### src/rtl/power_domain_scheduler.sv
// Serialises on/off transitions of N rail sequencers so only one domain moves at a time,
// with per-domain timeout and brown-out detection that faults and forces the domain off.
module power_domain_scheduler #(
    parameter int N_DOM   = 4,
    parameter int TIMEOUT = 32,
    parameter int GAP     = 8,
    localparam int IW     = $clog2(N_DOM),
    localparam int TMAX   = (TIMEOUT > GAP) ? TIMEOUT : GAP,
    localparam int TW     = $clog2(TMAX + 1)
) (
    input  logic             clk,
    input  logic             reset_n,
    input  logic [N_DOM-1:0] req,
    input  logic [N_DOM-1:0] ready,
    input  logic             fault_clr,
    output logic [N_DOM-1:0] onoff,
    output logic [N_DOM-1:0] fault,
    output logic             busy,
    output logic [IW-1:0]    active_dom
);

    typedef enum logic [1:0] {
        S_IDLE    = 2'd0,
        S_WAIT_UP = 2'd1,
        S_WAIT_DN = 2'd2,
        S_GAP     = 2'd3
    } state_t;

    state_t            state_r, state_s;
    logic [N_DOM-1:0]  onoff_r, onoff_s;
    logic [N_DOM-1:0]  fault_r, fault_s;
    logic              busy_r, busy_s;
    logic [IW-1:0]     active_r, active_s;
    logic [IW-1:0]     rr_ptr_r, rr_ptr_s;
    logic [TW-1:0]     timer_r, timer_s;
    logic [N_DOM-1:0]  brown_s, dn_mask_s, up_mask_s;
    logic [IW:0]       pick_s;
    logic [IW-1:0]     win_s;

    // Round-robin search of mask starting at ptr; returns {found, index}.
    function automatic logic [IW:0] rr_pick(input logic [N_DOM-1:0] mask, input logic [IW-1:0] ptr);
        logic [IW:0]   res;
        logic [IW-1:0] idx_v;
        int            idx_i;
        res = '0;
        for (int k = N_DOM - 1; k >= 0; k--) begin
            idx_i = int'(ptr) + k;
            if (idx_i >= N_DOM) begin
                idx_i = idx_i - N_DOM;
            end
            idx_v = IW'(idx_i);
            if (mask[idx_v]) begin
                res = {1'b1, idx_v};
            end
        end
        return res;
    endfunction

    // Next-state, arbitration, timeout and brown-out handling.
    always_comb begin
        state_s  = state_r;
        onoff_s  = onoff_r;
        fault_s  = fault_r & ~{N_DOM{fault_clr}};
        active_s = active_r;
        rr_ptr_s = rr_ptr_r;
        timer_s  = timer_r;

        // A domain in its own transition legitimately has onoff and ready disagreeing.
        brown_s = onoff_r & ~ready;
        if ((state_r == S_WAIT_UP) || (state_r == S_WAIT_DN)) begin
            brown_s[active_r] = 1'b0;
        end else begin
            brown_s = brown_s;
        end
        fault_s = fault_s | brown_s;
        onoff_s = onoff_s & ~brown_s;

        dn_mask_s = onoff_r & ~req & ~fault_r & ~brown_s;
        up_mask_s = ~onoff_r & req & ~fault_r;
        if (|dn_mask_s) begin
            pick_s = rr_pick(dn_mask_s, rr_ptr_r);
        end else begin
            pick_s = rr_pick(up_mask_s, rr_ptr_r);
        end
        win_s = pick_s[IW-1:0];

        case (state_r)
            S_IDLE: begin
                if (pick_s[IW]) begin
                    active_s = win_s;
                    if (win_s == IW'(N_DOM - 1)) begin
                        rr_ptr_s = '0;
                    end else begin
                        rr_ptr_s = win_s + IW'(1);
                    end
                    onoff_s[win_s] = ~onoff_r[win_s];
                    timer_s        = '0;
                    state_s        = onoff_r[win_s] ? S_WAIT_DN : S_WAIT_UP;
                end else begin
                    state_s = S_IDLE;
                end
            end
            S_WAIT_UP: begin
                if (ready[active_r]) begin
                    state_s = S_GAP;
                    timer_s = '0;
                end else if (timer_r == TW'(TIMEOUT - 1)) begin
                    fault_s[active_r] = 1'b1;
                    onoff_s[active_r] = 1'b0;
                    state_s           = S_GAP;
                    timer_s           = '0;
                end else begin
                    timer_s = timer_r + TW'(1);
                end
            end
            S_WAIT_DN: begin
                if (!ready[active_r]) begin
                    state_s = S_GAP;
                    timer_s = '0;
                end else if (timer_r == TW'(TIMEOUT - 1)) begin
                    fault_s[active_r] = 1'b1;
                    state_s           = S_GAP;
                    timer_s           = '0;
                end else begin
                    timer_s = timer_r + TW'(1);
                end
            end
            S_GAP: begin
                if (timer_r == TW'(GAP - 1)) begin
                    state_s = S_IDLE;
                    timer_s = '0;
                end else begin
                    timer_s = timer_r + TW'(1);
                end
            end
            default: begin
                state_s = S_IDLE;
                timer_s = '0;
            end
        endcase

        busy_s = (state_s != S_IDLE);
    end

    // State and output registers; async reset drops every onoff immediately.
    always_ff @(posedge clk or negedge reset_n) begin
        if (!reset_n) begin
            state_r  <= S_IDLE;
            onoff_r  <= '0;
            fault_r  <= '0;
            busy_r   <= 1'b0;
            active_r <= '0;
            rr_ptr_r <= '0;
            timer_r  <= '0;
        end else begin
            state_r  <= state_s;
            onoff_r  <= onoff_s;
            fault_r  <= fault_s;
            busy_r   <= busy_s;
            active_r <= active_s;
            rr_ptr_r <= rr_ptr_s;
            timer_r  <= timer_s;
        end
    end

    assign onoff      = onoff_r;
    assign fault      = fault_r;
    assign busy       = busy_r;
    assign active_dom = active_r;

endmodule

### config.mk
export PLATFORM = sky130hd
export DESIGN_NAME = power_domain_scheduler
export DESIGN_NICKNAME = d
export VERILOG_FILES = /design/src/rtl/power_domain_scheduler.sv
export SDC_FILE = /design/constraint.sdc
export NUM_CORES = 1
export LEC_CHECK = 0
export BUFFER_PORTS_ARGS = -buffer_cell sky130_fd_sc_hd__buf_2
export CAP_MARGIN = 25
export CORE_MARGIN = 2
export CORE_UTILIZATION = 58
export CTS_CLUSTER_DIAMETER = 40
export DETAILED_ROUTE_END_ITERATION = 8
export PLACE_DENSITY = 0.86
export SKIP_LAST_GASP = 1
export SLEW_MARGIN = 20
export SYNTH_ARGS = -nofsm -noshare
export SYNTH_HDL_FRONTEND = slang
export SYNTH_SLANG_ARGS = --single-unit
export TNS_END_PERCENT = 5
### constraint.sdc
create_clock -name clk -period 3.5 [get_ports clk]
set_input_delay 0.7 -clock clk [delete_from_list [all_inputs] [get_ports clk]]
set_output_delay 0.7 -clock clk [all_outputs]
set_load 0.02 [all_outputs]
==> Word-level counts from Yosys, hierarchy flattened <==
Cells that the tools add are included.
{ "totals": {"latch_bits": 0, "register_bits": 21, "memories": 0, "wordCells": 135, "ram_bits": 0, "in_bits": 11, "romBits": 0, "out_inout_bits": 11} }
{ "classes": {"mul": 0, "n_bitwise": 20, "n_lt_le_gt_ge": 16, "add_sub_neg": 9, "n_div": 0, "shifts": 0, "n_eq_ne": 7, "n_mux": 69, "n_reduce_logical": 7} }
{ "ops": {"columns": ["operator", "count"], "rows": [
  ["bitwise AND 4 bit", 10],
  ["2-to-1 mux 2 bit", 19],
  ["< comparator 2 x 3 -> 1 bit (second input constant)", 10],
  ["2-to-1 mux 6 bit", 5],
  ["2-to-1 mux 4 bit", 7],
  ["NOT 4 bit", 7],
  ["2-to-1 mux 3 bit", 9],
  ["one-hot mux 6 bit (4 select lines)", 1],
  ["binary-select mux 1 bit (select 2 bit)", 10],
  ["one-hot mux 4 bit (2 select lines)", 2],
  ["2-to-1 mux 1 bit", 12],
  [">= comparator 3 bit (second input constant)", 3],
  ["OR 4 bit", 2],
  ["one-hot mux 2 bit (4 select lines)", 1],
  ["subtractor 2 x 1 -> 2 bit (second input constant)", 4],
  ["adder 2 x 2 -> 3 bit (second input constant)", 2],
  ["adder 6 x 1 -> 6 bit (second input constant)", 1],
  ["equality test 2 bit (second input constant)", 3],
  ["equality test 6 x 3 -> 1 bit (second input constant)", 1],
  ["equality test 6 x 5 -> 1 bit (second input constant)", 1],
  ["bitwise mux 4 bit", 1],
  ["demux 1 bit (select 2 bit)", 2],
  [">= comparator 2 x 1 -> 1 bit (second input constant)", 2],
  ["OR reduction 4 bit", 1],
  ["other kinds (11)", 12]
]} }

==> Longest topological paths before layout <==
{ "logic_depth": {"word_depth": 25, "ltp_mapped": 13, "mapped_depth_nobuf": 12} }

==> Worst setup path after synthesis <==
Ideal clock, no wire load.
{ "synth_path": {"kind": "reg-to-reg", "from": "register state_r[1]", "to": "register onoff_r[1], in the netlist onoff[1]", "period_less_slack_ns": 2.647, "t_required_ns": 3.379, "arrival_ns": 2.526, "path_buffers": 1, "path_slack_ns": 0.853, "setup_time_ns": 0.121, "path_stages_with_launch": 14, "cell_sequence": "dfrtp_1 > inv_1 > ha_1 > and3b_1 > buf_2 > o211ai_2 > and4_4 > a221oi_4 > nand2_1 > inv_1 > ha_1 > nand2_1 > a31o_1 > a41o_1"} }
{ "synth_between": {"elab_chain_cells": 19, "elab_cells_between_ends": 36, "classes_between": "order compare (2); eq/ne (2); mux (23); bitwise (5); reduce/logical (4)"} }
{ "synth_rtl": {"columns": ["element", "line_no", "rtl"], "rows": [
  ["start, declared", "29", "state_t state_r, state_s;"],
  ["start signal, assigned", "156", "state_r <= state_s;"],
  ["equality test 2 x 1 -> 1 bit or equality test 2 bit (tied branches)", "70", "if ((state_r == S_WAIT_UP) || (state_r == S_WAIT_DN)) begin"],
  ["logical OR 1 bit (*)", "70", null],
  ["2-to-1 mux 4 bit (*)", "70", null],
  ["NOT 4 bit (*)", "78", "dn_mask_s = onoff_r & ~req & ~fault_r & ~brown_s;"],
  ["bitwise AND 4 bit (*)", "78", null],
  ["binary-select mux 1 bit (select 2 bit)", "52", "if (mask[idx_v]) begin"],
  ["2-to-1 mux 1 bit (implied by the code)", "52", null],
  ["2-to-1 mux 3 bit (4 in series)", "52", null],
  ["[1 not listed]", null, null],
  ["net pick_s[0]", "37", "logic [IW:0] pick_s;"],
  ["< comparator 2 x 3 -> 1 bit (implied by the code) or >= comparator 2 x 1 -> 1 bit (tied branches)", "96", "onoff_s[win_s] = ~onoff_r[win_s];"],
  ["logical AND 1 bit (implied by the code)", "96", null],
  ["2-to-1 mux 1 bit (implied by the code)", "96", null],
  ["demux 1 bit (select 2 bit)", "96", null],
  ["bitwise mux 4 bit (*)", "96", null],
  ["2-to-1 mux 4 bit (*)", "89", "if (pick_s[IW]) begin"],
  ["one-hot mux 4 bit (2 select lines) (*)", "87", "case (state_r)"],
  ["net onoff_s[1]", "30", "logic [N_DOM-1:0] onoff_r, onoff_s;"],
  ["end signal, assigned", "157", "onoff_r <= onoff_s;"],
  ["end, declared", "30", null]
]} }
Mark *: on every way through the listed nets, which the timed path passes. The rest lies on a longest branch. The select of a mux whose other input is x is not followed.
A chain may end at the register's enable or synchronous reset.

==> Final worst setup path <==
{ "layout_path": {"from": "register state_r[1]", "to": "register onoff_r[3], in the netlist onoff[3]"} }
Same word-level chain as after synthesis.

==> metrics <==
status=finished, final reports clean; R2R depth=12; number of max-cap violations=0; final setup TNS=0 ns; Remaining Overflow, GRT=0; achievable clock frequency=0.338 GHz; initial core utilization=59.8%; first-pass GRT wire length=~6.9 mm; num ports=22; Yosys top cell area share=29.5%; LEAKAGE=0.894 nW; Final Hold Violating Endpoints=0; pwr dens=885 nW/um2; CP Class=flop to flop; Synth area leaders=dfrtp_1, ha_1, nor2_1; CTS sink cnt=21; fraction of layout cells with a size suffix above 1=between 20% and 30%; vias in the first global route=1489; clock latency on the worst-skew pair=0.32 ns; syn avg cell area=8.90 um2; initial antenna violation count=0; clk_skew=0.00610 ns; dpl ws=0.575 ns; cts repair resizes=0; via/cell ratio=6.41; # nets final=241; drt total wl=4.20 mm; Final Cycle Share=84.6%; YS warnings=0; Antenna Cells=0; WP data arrival=approximately 3.2 ns; worst relative slew slack=60.8%; clk root buf=clkbuf_4; CTS Buf Count=3; Starting DRT DRC Count=130; DR WL/cell=16.7 um; Post-synth ARST share=between 90% and 100%; post-DP HPWL=3.23 mm; cts hold-fix bufs=0; Post-Syn Nets=221; Top FF cell, synth=dfrtp_1; RSZ-0062 raised after global routing=no; reg-to-reg critical path startpoint=state_r[1]$_DFF_PN0_; hold slack=0.327 ns; GP Congestion=between 0.9 and 1; H-tree lvl count=1; vias=1616; Crit Path Max Fanout=6; CP endpoint kind=flop; unique cell type count in the Yosys netlist=59; sequential share of the synthesized area=between 20 and 30%; PortBufs=21; row count=20; Max clock buf depth=2; first-pass iteration count of the detailed router=4; EDFF count, synth=0; maximum vdd drop=roughly 470 uV; post-route ant nets=0; flop-to-flop setup slack=~0.54 ns; die area=3530 um2; largest net degree at the start of global routing=22; pins over their slew limit=0; Synth area leader=dfrtp_1; R2R Path End=onoff[3]$_DFF_PN0_; Post-Synthesis Cells=200; synthesized flop and latch total=21; Filler cells=232; startpoint types=flop; Worst Max-Slew Pin Slew=0.584 ns; HP Class=input port to async pin; DIE HEIGHT=59.4 um; Setup WS post-layout=0.540 ns; Core Box Area=2980 um2; Setup Fix Bufs, Post-CTS=0; Clock transition at path regs=0.13 ns; DIE WIDTH=59.4 um; Global Route Usage Sum=about a quarter; synthesized area=1780 um2; fin crit period=approximately 3.0 ns; CTS tree=built; DRC viols=0; WP data required=3.71 ns; final setup fails=0; area grow syn2layout=7.52%
how the worst max path moves through the flow:
stage | slack [ns] | cells after the start | end | startpoint
2_1_floorplan | 0.85 | 13 | onoff[1]$_DFF_PN0_ | state_r[1]$_DFF_PN0_
3_3_place_gp | 0.67 | 12 | onoff[3]$_DFF_PN0_ | state_r[1]$_DFF_PN0_
3_5_place_dp | 0.57 | 12 | onoff[1]$_DFF_PN0_ | state_r[1]$_DFF_PN0_
4_1_cts | 0.55 | 12 | onoff[3]$_DFF_PN0_ | state_r[1]$_DFF_PN0_
5_1_grt | 0.31 | 12 | onoff[3]$_DFF_PN0_ | state_r[1]$_DFF_PN0_
6_report | 0.54 | 12 | onoff[3]$_DFF_PN0_ | state_r[1]$_DFF_PN0_
synthesized netlist by cell type (4+ instances only):
master	n
o21ai_0	6
nand2_1	17
nand3_1	4
nor2b_1	4
a41o_1	4
inv_1	8
dfrtp_1	21
o21ai_1	10
nor2_1	28
nor3_1	7
ha_1	10
a21oi_1	10
worst max-delay path: stages (launching register included):
cell and delay (ns):
dfrtp_1 0.44, inv_1 0.10, ha_1 0.37, nor3b_4 0.28
o211ai_2 0.16, and4_4 0.25, a221oi_4 0.30, nand2_1 0.18
inv_1 0.12, ha_1 0.18, a21oi_1 0.07, a31o_1 0.20
a41o_1 0.21
final cells by class:
class	instances	area (um2)	share of cell area, %
Inverter	9	33.8	1.76
Sequential cell	21	526	27.5
Timing Repair Buffer	21	105	5.49
Multi-Input combinational cell	164	1180	61.7
Tap cell	33	41.3	2.16
Clock buffer	3	22.5	1.18
Clock inverter	1	5.00	0.261
layer usage:
metal | up-vias | part of all wire, % | GRT usage, %
li1 | 786 | - | -
met3 | 10 | 5.9 | 3.49
met4 | 0 | 1.7 | 8.12
met5 | - | 0 | 0
met1 | 750 | 47 | 36.9
met2 | 70 | 45 | 39.9
sequential cells by signal, summed over array words and instances, names as in the netlist:
signal and flops:
timer_r 6, fault 4, onoff 4, active_dom 2, rr_ptr_r 2, state_r 2
busy 1
cell usage in the layout, fill, tap and decap left out, drive strengths merged, types with 2 or more instances in the layout:
cell     synthesis  layout
nand3b           3       3
a41o             4       4
dfrtp           21      21
a21boi           4       4
nand2b           3       3
nand3            5       5
ha              10      10
clkbuf           2       3
buf              4      21
o32ai            2       2
o31ai            3       3
a31o             3       3
and3             2       2
nor2            28      28
o2111ai          2       2
or3b             2       2
a21oi           10      10
o211ai           5       5
or2              2       2
o21ai           17      17
o22ai            3       3
nor3             8       8
mux2i            3       3
and3b            2       2
nor2b            4       4
nand2           17      17
a2bb2oi          2       2
nor3b            4       4
inv              9       9
stage by stage:
stage	instances	cell area (um2)	util, %	total power [W]
6_report	252	1910	64.3	0.00169
5_1_grt	252	1910	64.3	0.00184
4_1_cts	252	1910	64.3	0.00168
3_5_place_dp	248	1890	63.4	0.00155
3_3_place_gp	248	1890	63.4	0.00153
2_1_floorplan	200	1780	-	0.00132
cells by family (layout without fill, tap and decap cells):
logic type / Yosys count / after routing / synth area share [%]
AO/OA/AOI/OAI: 65 / 65 / 29.9
adder cells (fa/ha/maj): 10 / 10 / 7.03
buffers and inverters: 15 / 34 / 4.15
flip-flops: 21 / 21 / 29.5
multiplexers: 5 / 5 / 3.58
AND/OR/NAND/NOR: 84 / 84 / 25.8
power by group:
group	internal [W]	switching, W	total (W)
logic	0.000447	0.000646	0.00109
clock network	0.0000428	0.0000806	0.000123
registers	0.000321	0.000156	0.000477
total	0.000811	0.000883	0.00169
(Power assumes the default switching activity.)
